--- src/rtl/jt6295_pkg.sv ---
// Shared types and constants for the ADPCM nibble fetcher.
// The slot counter and channel tags are 2 bits wide, so NCH is fixed at 4.
package jt6295_pkg;
    localparam int NCH = 4;
    localparam int AW  = 18;

    typedef logic [1:0] slot_t;

    typedef struct packed {
        logic [AW-1:0] addr;
        logic          sel;   // 0: high nibble next, 1: low nibble next
    } nib_ptr_t;

    typedef enum logic {
        FS_IDLE = 1'b0,
        FS_REQ  = 1'b1
    } fetch_st_t;
endpackage

--- src/rtl/jt6295_nibble_fetch_if.sv ---
// Shared ADPCM ROM byte port. rom_cs is the request (valid) and stays high
// until the one-clk rom_ok acknowledge; rom_data is only meaningful with rom_ok.
interface jt6295_nibble_fetch_if;
    import jt6295_pkg::*;

    logic [AW-1:0] rom_addr;
    logic          rom_cs;
    logic [7:0]    rom_data;
    logic          rom_ok;

    modport master (output rom_addr, output rom_cs, input rom_data, input rom_ok);
    modport slave  (input rom_addr, input rom_cs, output rom_data, output rom_ok);
endinterface

--- src/rtl/jt6295_fetch_arb.sv ---
// Round-robin ROM fetcher: one tagged request in flight; a kill on the tagged
// channel while the request is pending turns its result into a discard.
module jt6295_fetch_arb
    import jt6295_pkg::*;
(
    input  logic                    clk,
    input  logic                    rst_n,
    input  logic [NCH-1:0]          need,
    input  logic [NCH-1:0]          kill,
    input  logic [NCH-1:0][AW-1:0]  addr,
    jt6295_nibble_fetch_if.master   rom,
    output logic                    wr_en,
    output slot_t                   wr_ch,
    output logic [7:0]              wr_data,
    output fetch_st_t               state
);
    fetch_st_t     st_q;
    slot_t         tag_q;
    slot_t         last_q;
    logic          tag_ok_q;
    logic          cs_q;
    logic [AW-1:0] addr_q;

    slot_t pick;
    slot_t cand;
    logic  pick_ok;

    always_comb begin
        pick_ok = 1'b0;
        pick    = last_q;
        cand    = last_q;
        for (int i = 1; i <= NCH; i++) begin
            cand = last_q + slot_t'(i);
            if (!pick_ok && need[cand]) begin
                pick_ok = 1'b1;
                pick    = cand;
            end
        end
    end

    always_ff @(posedge clk or negedge rst_n) begin
        if (!rst_n) begin
            st_q     <= FS_IDLE;
            tag_q    <= '0;
            last_q   <= slot_t'(NCH - 1);
            tag_ok_q <= 1'b0;
            cs_q     <= 1'b0;
            addr_q   <= '0;
        end else begin
            case (st_q)
                FS_IDLE: begin
                    if (pick_ok) begin
                        st_q     <= FS_REQ;
                        tag_q    <= pick;
                        last_q   <= pick;
                        tag_ok_q <= !kill[pick];
                        addr_q   <= addr[pick];
                        cs_q     <= 1'b1;
                    end
                end
                FS_REQ: begin
                    if (kill[tag_q]) tag_ok_q <= 1'b0;
                    if (rom.rom_ok) begin
                        st_q     <= FS_IDLE;
                        cs_q     <= 1'b0;
                        tag_ok_q <= 1'b0;
                    end
                end
                default: st_q <= FS_IDLE;
            endcase
        end
    end

    assign rom.rom_addr = addr_q;
    assign rom.rom_cs   = cs_q;
    assign wr_en   = (st_q == FS_REQ) && rom.rom_ok && tag_ok_q && !kill[tag_q];
    assign wr_ch   = tag_q;
    assign wr_data = rom.rom_data;
    assign state   = st_q;
endmodule

--- src/rtl/jt6295_nibble_fetch.sv ---
// Four-voice ADPCM nibble feeder: per-channel byte buffers filled from ROM,
// drained one nibble per cen slot into the decoder in slot order 0..3.
module jt6295_nibble_fetch
    import jt6295_pkg::*;
(
    input  logic                  clk,
    input  logic                  rst_n,
    input  logic                  cen,
    input  logic                  start,
    input  slot_t                 start_ch,
    input  logic [AW-1:0]         start_addr,
    input  logic [AW-1:0]         stop_addr,
    input  logic [NCH-1:0]        stop,
    jt6295_nibble_fetch_if.master rom,
    output logic [3:0]            data,
    output logic                  en,
    output slot_t                 slot,
    output logic [NCH-1:0]        busy,
    output logic [NCH-1:0]        done,
    output logic [NCH-1:0]        underrun,
    output fetch_st_t             fetch_st
);
    nib_ptr_t      ptr_q  [NCH];
    logic [AW-1:0] stop_q [NCH];
    logic [7:0]    buf_q  [NCH];
    logic [NCH-1:0] bufv_q, busy_q, underrun_q, done_q;
    slot_t         cnt_q, slot_q;
    logic [3:0]    data_q;
    logic          en_q;

    logic [NCH-1:0]         kill;
    logic [NCH-1:0][AW-1:0] ptr_addr;
    logic                   wr_en;
    slot_t                  wr_ch;
    logic [7:0]             wr_data;

    always_comb begin
        for (int i = 0; i < NCH; i++) ptr_addr[i] = ptr_q[i].addr;
    end

    assign kill = stop | (start ? (NCH'(1) << start_ch) : '0);

    jt6295_fetch_arb u_arb (
        .clk     (clk),
        .rst_n   (rst_n),
        .need    (busy_q & ~bufv_q),
        .kill    (kill),
        .addr    (ptr_addr),
        .rom     (rom),
        .wr_en   (wr_en),
        .wr_ch   (wr_ch),
        .wr_data (wr_data),
        .state   (fetch_st)
    );

    // Later assignments override earlier ones: service < ROM write < stop < start.
    always_ff @(posedge clk or negedge rst_n) begin
        if (!rst_n) begin
            for (int i = 0; i < NCH; i++) begin
                ptr_q[i]  <= '0;
                stop_q[i] <= '0;
                buf_q[i]  <= '0;
            end
            bufv_q     <= '0;
            busy_q     <= '0;
            underrun_q <= '0;
            done_q     <= '0;
            cnt_q      <= '0;
            slot_q     <= '0;
            data_q     <= '0;
            en_q       <= 1'b0;
        end else begin
            en_q   <= 1'b0;
            done_q <= '0;
            if (cen) begin
                cnt_q  <= cnt_q + 2'd1;
                slot_q <= cnt_q;
                if (busy_q[cnt_q]) begin
                    if (bufv_q[cnt_q]) begin
                        en_q   <= 1'b1;
                        data_q <= ptr_q[cnt_q].sel ? buf_q[cnt_q][3:0] : buf_q[cnt_q][7:4];
                        ptr_q[cnt_q].sel <= ~ptr_q[cnt_q].sel;
                        if (ptr_q[cnt_q].sel) begin
                            bufv_q[cnt_q]     <= 1'b0;
                            ptr_q[cnt_q].addr <= ptr_q[cnt_q].addr + AW'(1);
                            if (ptr_q[cnt_q].addr == stop_q[cnt_q]) begin
                                busy_q[cnt_q] <= 1'b0;
                                done_q[cnt_q] <= 1'b1;
                            end
                        end
                    end else begin
                        underrun_q[cnt_q] <= 1'b1;
                    end
                end
            end
            if (wr_en) begin
                buf_q[wr_ch]  <= wr_data;
                bufv_q[wr_ch] <= 1'b1;
            end
            for (int i = 0; i < NCH; i++) begin
                if (stop[i]) begin
                    busy_q[i] <= 1'b0;
                    bufv_q[i] <= 1'b0;
                end
            end
            if (start) begin
                busy_q[start_ch]     <= 1'b1;
                bufv_q[start_ch]     <= 1'b0;
                underrun_q[start_ch] <= 1'b0;
                ptr_q[start_ch]      <= '{addr: start_addr, sel: 1'b0};
                stop_q[start_ch]     <= stop_addr;
            end
        end
    end

    assign data     = data_q;
    assign en       = en_q;
    assign slot     = slot_q;
    assign busy     = busy_q;
    assign done     = done_q;
    assign underrun = underrun_q;
endmodule
--- src/flat_wrapper.sv ---
// flat-port wrapper written by rule: the top's interface ports become plain ports
module jt6295_nibble_fetch_flat import jt6295_pkg::*;
  (clk, rst_n, cen, start, start_ch, start_addr, stop_addr, stop, data, en, slot, busy, done, underrun, fetch_st, rom_rom_addr, rom_rom_cs, rom_rom_data, rom_rom_ok);
  jt6295_nibble_fetch_if rom_i ();
  input  logic clk;
  input  logic rst_n;
  input  logic cen;
  input  logic start;
  input  slot_t start_ch;
  input  logic [AW-1:0] start_addr;
  input  logic [AW-1:0] stop_addr;
  input  logic [NCH-1:0] stop;
  output logic [3:0] data;
  output logic en;
  output slot_t slot;
  output logic [NCH-1:0] busy;
  output logic [NCH-1:0] done;
  output logic [NCH-1:0] underrun;
  output fetch_st_t fetch_st;
  output wire logic [$bits(rom_i.rom_addr)-1:0] rom_rom_addr;
  output wire logic [$bits(rom_i.rom_cs)-1:0] rom_rom_cs;
  input wire logic [$bits(rom_i.rom_data)-1:0] rom_rom_data;
  input wire logic [$bits(rom_i.rom_ok)-1:0] rom_rom_ok;
  assign rom_rom_addr = rom_i.rom_addr;
  assign rom_rom_cs = rom_i.rom_cs;
  assign rom_i.rom_data = rom_rom_data;
  assign rom_i.rom_ok = rom_rom_ok;
  jt6295_nibble_fetch u_core (.clk(clk), .rst_n(rst_n), .cen(cen), .start(start), .start_ch(start_ch), .start_addr(start_addr), .stop_addr(stop_addr), .stop(stop), .rom(rom_i), .data(data), .en(en), .slot(slot), .busy(busy), .done(done), .underrun(underrun), .fetch_st(fetch_st));
endmodule
--- config.mk ---
export PLATFORM = sky130hd
export DESIGN_NAME = jt6295_nibble_fetch_flat
export DESIGN_NICKNAME = d
export VERILOG_FILES = /design/src/rtl/jt6295_pkg.sv /design/src/rtl/jt6295_nibble_fetch_if.sv /design/src/rtl/jt6295_fetch_arb.sv /design/src/rtl/jt6295_nibble_fetch.sv /design/src/flat_wrapper.sv
export SDC_FILE = /design/constraint.sdc
export NUM_CORES = 1
export LEC_CHECK = 0
export CAP_MARGIN = 20
export CORE_ASPECT_RATIO = 0.9
export CORE_MARGIN = 4
export CORE_UTILIZATION = 50
export CTS_BUF_LIST = sky130_fd_sc_hd__clkbuf_8
export CTS_CLUSTER_SIZE = 12
export DETAILED_ROUTE_END_ITERATION = 8
export GPL_TIMING_DRIVEN = 0
export PLACE_DENSITY = 0.78
export SLEW_MARGIN = 5
export SYNTH_ARGS = -nofsm -noshare
export SYNTH_HDL_FRONTEND = slang
export SYNTH_SLANG_ARGS = --single-unit
--- constraint.sdc ---
create_clock -name clk -period 6.97 [get_ports clk]
set_clock_uncertainty 0.1 [all_clocks]
set_input_delay 1.7425 -clock clk [delete_from_list [all_inputs] [get_ports clk]]
set_output_delay 1.7425 -clock clk [all_outputs]
set_load 0.03 [all_outputs]
After elaboration in Yosys (flattened, before gate mapping)
Cells that the tools add are included.
- register bits after elaboration: 230
- input port bits: 55
- output and inout bits: 39
- logic and storage cells: 200
- add/subtract/negate cells: 5
- order comparisons: 17
- eq/ne operators: 4
- shift-type cells: 1
- muxes and demuxes: 105
- bitwise gates (word level): 17
- reduce and logical (&&, ||, !) cells: 21
- operator list (kind ; number):
    2-to-1 mux 76 bit ; 5
    bitwise mux 76 bit ; 3
    demux 19 bit (select 2 bit) ; 3
    2-to-1 mux 4 bit ; 23
    2-to-1 mux 19 bit ; 4
    binary-select mux 18 bit (select 2 bit) ; 2
    bitwise mux 72 bit ; 1
    2-to-1 mux 18 bit ; 4
    binary-select mux 19 bit (select 2 bit) ; 1
    demux 18 bit (select 2 bit) ; 1
    2-to-1 mux 1 bit ; 34
    bitwise mux 32 bit ; 1
    < comparator 2 x 3 -> 1 bit, second input constant ; 8
    2-to-1 mux 8 bit ; 3
    bitwise AND 4 bit ; 5
    adder 18 x 1 -> 18 bit, second input constant ; 1
    equality test 18 bit ; 1
    binary-select mux 1 bit (select 2 bit) ; 8
    binary-select mux 8 bit (select 2 bit) ; 1
    demux 8 bit (select 2 bit) ; 1
    bitwise OR 4 bit ; 4
    logical AND 1 bit ; 12
    inverter 4 bit ; 3
    >= comparator 3 bit, second input constant ; 3
    15 further kinds ; 38

Logic depth before layout (Yosys ltp)
- depth after elaboration: 19
- gate-level depth with buffers: 11
- mapped depth without buffers: 7

Modules after synthesis
From an unflattened synthesis, not the netlist that was laid out.
- cell total of the unflattened synthesis: 1174
- area total of the unflattened synthesis: 11922.7 um2
- modules (own cells, without submodules) (module ; instances ; cells each ; area each (um2) ; sequential area each (um2)):
    jt6295_nibble_fetch ; 1 ; 1000 ; 10172.3 ; 5129.9
    jt6295_fetch_arb ; 1 ; 174 ; 1750.4 ; 628.1

Least setup slack after synthesis
No wires, ideal clock.
- path type: input -> register
- start: in start_ch[0]
- end: reg u_core.buf_q[0] (netlist name)
- arrival: 3.320 ns
- data required time: 6.745 ns
- setup slack: 3.425 ns
- stages on the path: 6
- cells stage by stage: clkbuf_1 and3_1 clkbuf_1 or4b_2 clkbuf_1 mux2_2
- word-level cells in the longest chain between the ends: 7
- ends and longest elaborated chain (what ; RTL line ; text):
    start, declared ; flat_wrapper.sv:9 ; input slot_t start_ch;
    << shifter 1 x 2 -> 4 bit ; jt6295_nibble_fetch.sv:41 ; assign kill = stop | (start ? (NCH'(1) << start_ch) : '0);
    2-to-1 mux 4 bit ; jt6295_nibble_fetch.sv:41 ;
    bitwise OR 4 bit ; jt6295_nibble_fetch.sv:41 ;
    binary-select mux 1 bit (select 2 bit) ; jt6295_fetch_arb.sv:76 ; assign wr_en = (st_q == FS_REQ) && rom.rom_ok && tag_ok_q && !kill[tag_q];
    2-to-1 mux 1 bit (implied by the code) ; jt6295_fetch_arb.sv:76 ;
    logical NOT 1 bit ; jt6295_fetch_arb.sv:76 ;
    logical AND 1 bit ; jt6295_fetch_arb.sv:76 ;
    end signal, assigned by index ; jt6295_nibble_fetch.sv:97 ; buf_q[wr_ch] <= wr_data;
    end, declared ; jt6295_nibble_fetch.sv:25 ; logic [7:0] buf_q [NCH];
No other way between the ends. The select of a mux whose other input is x is not followed.
A chain may end at the register's enable or synchronous reset.

Final worst setup path
- start: in start
- end: reg u_core.u_arb.tag_ok_q
- word-level cells in the longest chain between the ends: 7
- ends and longest elaborated chain (what ; RTL line ; text):
    start, declared ; flat_wrapper.sv:8 ; input logic start;
    2-to-1 mux 4 bit * ; jt6295_nibble_fetch.sv:41 ;
    bitwise OR 4 bit * ; jt6295_nibble_fetch.sv:41 ;
    binary-select mux 1 bit (select 2 bit) ; jt6295_fetch_arb.sv:56 ; tag_ok_q <= !kill[pick];
    2-to-1 mux 1 bit (implied by the code) ; jt6295_fetch_arb.sv:56 ;
    logical NOT 1 bit ; jt6295_fetch_arb.sv:56 ;
    2-to-1 mux 1 bit ; jt6295_fetch_arb.sv:52 ; if (pick_ok) begin
    case mux 1 bit (2 select lines) ; jt6295_fetch_arb.sv:50 ; case (st_q)
    end signal, assigned ; jt6295_fetch_arb.sv:56 ;
    end, declared ; jt6295_fetch_arb.sv:20 ; logic tag_ok_q;
Every way passes the cells marked *; elsewhere a longest branch is shown, timed or not. The select of a mux whose other input is x is not followed.

==> out/metrics.cfg <==
[outcome]
status=finished clean

[sta]
hold_viol=0
final.min_clock_period_ps=3920
maxSlewViolCount=0
grt_setup_unrepaired=no
setup_viol=0
finalCritPeriodShare_pct=56.2
slew_headroom_pct=33.7
worst_pin_slew_ps=992
finalSetupTns_ps=0
fmax_mhz=255

[setup_path]
slowest_delay_ps=830
r2r-end=u_core.ptr_addr[0]
crit_arrival_ps=4230
critical_path.top_delay_family=simple AND/OR/NAND/NOR gates
cpMaxStageDelayCell=nor3b_1
end_kind=flip-flop
cp_cell_sequence=clkdlybuf4s50_1 > nor3b_1 > nor2_1 > mux4_2 > a31o_2 > a32o_1
cp-start-kind=primary input
r2r_slack_ps=3080
cp_num_buf_inv=1
cp.required_ps=7280
r2r_cells=9
crit_type=in -> reg
rr_startpoint=u_core.cnt_q[1]
cp_max_fo=7

[detailed_routing]
dr.pass1.iters=6
wirelength_mm=36.0
antenna_left=0
drtIter0Drc=1260
route.detailed.drc=0
viasPerCell=6.05
via_count=9719
wl_per_cell_microns=22.4

[finish]
drive_gt1_share_pct=15.7
final_nets=1338
area.growth.synth_to_final_pct=18.1
fin_util_pct=59.9
antenna_cells=0

[cts]
cts.reportedPaths.clkPinSlew_ps=60
cts_tree=yes
clockBufferDepth=3
cts_sinks=230
post_cts_resized=0
clk_latency_ps=560
htree_levels=2
cts_made_buffers=39
cts-root-buf=clkbuf_8
hold_buffers=0
post_cts.repair.setup_buffers=0

[power]
swShare_pct=37.8
switching_power_mw=1.96
clock_power_share_pct=23.1
p_seq_share_pct=35.2
power.internal_mw=3.23
power.density_nw_per_um2=373
leakage_nw=6.36
p_comb_share_pct=41.7
max-vdd-ir-drop_mv=0.230

[place]
gp_congestion=0.964
dp_hpwl_mm=24.6
io_buffer_count=91

[logic_synthesis]
ys_async_sr_fraction_pct=100
synth_cell_type_count=59
yosysWarnings=0
ys.flop_type=dfrtp_1
synthAdderAreaFrac_pct=0.530
synth_top_cell_area_share_pct=48.3
synth-seq-area-share_pct=48.8
synthXorXnorAreaFrac_pct=2.23
synth_top_family_by_area=multiplexers
syn_inst=1141
synth_area_sq_um=11800
synth_nets=1201
muxShareOfSynthArea_pct=19.1
synth-simple-area-share_pct=17.6
synth_compound_area_share_pct=8.35
ys_top_cells_by_area=dfrtp_1, nand2_1, mux4_2, mux2_2, mux2i_1
synth.largest_area_cell=dfrtp_1
synth_seq_cells=230
syn_area_per_cell_sq_um=10.3
synth_edf_count=0

[worst_hold_path]
min_path_type=reg -> reg
hold_end=u_core.stop_q[65]
hold_depth=2
min-delay-start=u_core.stop_q[65]

[grt]
grt_pass1_vias=9567
grt_first_pass_wirelength_mm=55.0
overflow=0
grt.total_usage_pct=27.3
grt_max_degree=110
antenna_found_initial=0

[floorplan]
rows=53
die_area_sq_um=26100
core_area_sq_um=23300
die_width_microns=170
start_util_pct=50.7
die_h_microns=154
ioPinCount=94

[run]
maxCapViolations=0

-- worst register-to-register path: stages, from the launching register on --
cell and delay, ps:
dfrtp_1 490, buf_4 310, clkbuf_1 640, clkbuf_1 550, inv_1 170, ha_1 290
nand3_1 210, clkbuf_1 720, a21oi_1 170, o21ai_0 170
-- power by group through the flow --
stage | Sequential [mW] | Clock (mW) | Combinational (mW)
after global placement | 1.83 | 0 | 2.10
final | 1.83 | 1.20 | 2.17
after global routing | 1.86 | 1.28 | 2.30
after detailed placement | 1.85 | 0 | 2.15
after floorplan | 1.93 | 0 | 1.36
after CTS | 1.83 | 1.22 | 2.15
-- cell usage after synthesis (3+ instances only) --
cell type,count
o211ai_1,4
o21ai_1,34
nor3b_1,3
nand4_1,5
and3b_1,3
nand3_1,14
or3_1,4
buf_4,7
o21ai_0,61
a21o_1,4
ha_1,5
mux4_2,46
a21oi_1,50
xnor2_1,8
dfrtp_1,228
mux2i_1,58
and4_1,3
nor3_2,4
nor3_1,25
nor2_1,52
o21a_1,3
nor4_2,7
nand2_1,292
buf_2,10
a31oi_1,5
clkbuf_1,49
xor2_1,22
o221a_2,3
inv_1,11
nand2b_1,10
and3_1,20
mux2_2,52
-- per-stage QoR --
| step | total power [mW] | std cells | setup slack [ps] | hold slack (ps) | cell area [sq um] |
|---|---|---|---|---|---|
| detailed placement | 3.99 | 1537 | 2370 | 361 | 13200 |
| global placement | 3.93 | 1534 | -5740 | 352 | 13100 |
| floorplan | 3.29 | 1141 | 3430 | 340 | 11800 |
| finish | 5.20 | 1607 | 3050 | 374 | 13900 |
| global route | 5.44 | 1607 | 2910 | 394 | 13900 |
| CTS | 5.19 | 1605 | 2930 | 376 | 13900 |
-- logic make-up (layout without fill, tap and decap cells) --
family | Yosys count | in the layout
mux | 158 | 158
fa+ha+maj | 5 | 5
simple gates | 458 | 458
buf+inv | 83 | 247
flops | 230 | 230
xor+xnor | 30 | 30
compound gates | 177 | 177
-- how the worst max path moves through the flow --
stage / startpoint / to / slack, ps / cells after the start
2_1_floorplan: start_ch[0] / u_core.buf_q[0] / 3430 / 6
3_3_place_gp: rst_n / u_core.stop_q[30] / -5740 / 1
3_5_place_dp: start_ch[1] / u_core.buf_q[16] / 2370 / 5
4_1_cts: start_ch[1] / u_core.buf_q[16] / 2930 / 5
5_1_grt: u_core.cnt_q[1] / u_core.ptr_addr[2] / 2910 / 9
6_report: start / u_core.u_arb.tag_ok_q / 3050 / 6
-- flip-flops by register name, summed over array words and instances (netlist names), 18 cells and up --
| register | count |
|---|---|
| u_core.ptr_addr | 72 |
| u_core.stop_q | 72 |
| u_core.buf_q | 32 |
| u_core.u_arb.rom.rom_addr | 18 |
-- metal layers --
metal,global-route usage (%),wire (microns)
met1,37.3,14300
met2,42.1,16200
met3,7.10,4030
met4,10.7,1500
met5,0,0
-- cell type report --
type                            count  area (sq um)
Inverter                           11          41.3
Clock buffer                       50           688
Tap cell                          302           378
Buffer                             72           357
Multi-Input combinational cell    828          5650
Fill cell                        1936          9340
Timing Repair Buffer               96           993
Sequential cell                   230          5760
Clock inverter                     18          80.1
-- placed cells by master (no fill, tap or decap), types with 22 or more instances in the layout --
| cell | instances |
|---|---|
| clkbuf_8 | 50 |
| o21ai_1 | 34 |
| mux2_2 | 52 |
| mux2i_1 | 58 |
| nand2_1 | 292 |
| clkdlybuf4s50_1 | 90 |
| o21ai_0 | 61 |
| inv_1 | 25 |
| nor3_1 | 25 |
| nor2_1 | 52 |
| a21oi_1 | 50 |
| dfrtp_1 | 228 |
| xor2_1 | 22 |
| mux4_2 | 46 |
| clkbuf_1 | 49 |
No activity file was read; power rests on OpenSTA's default activity.
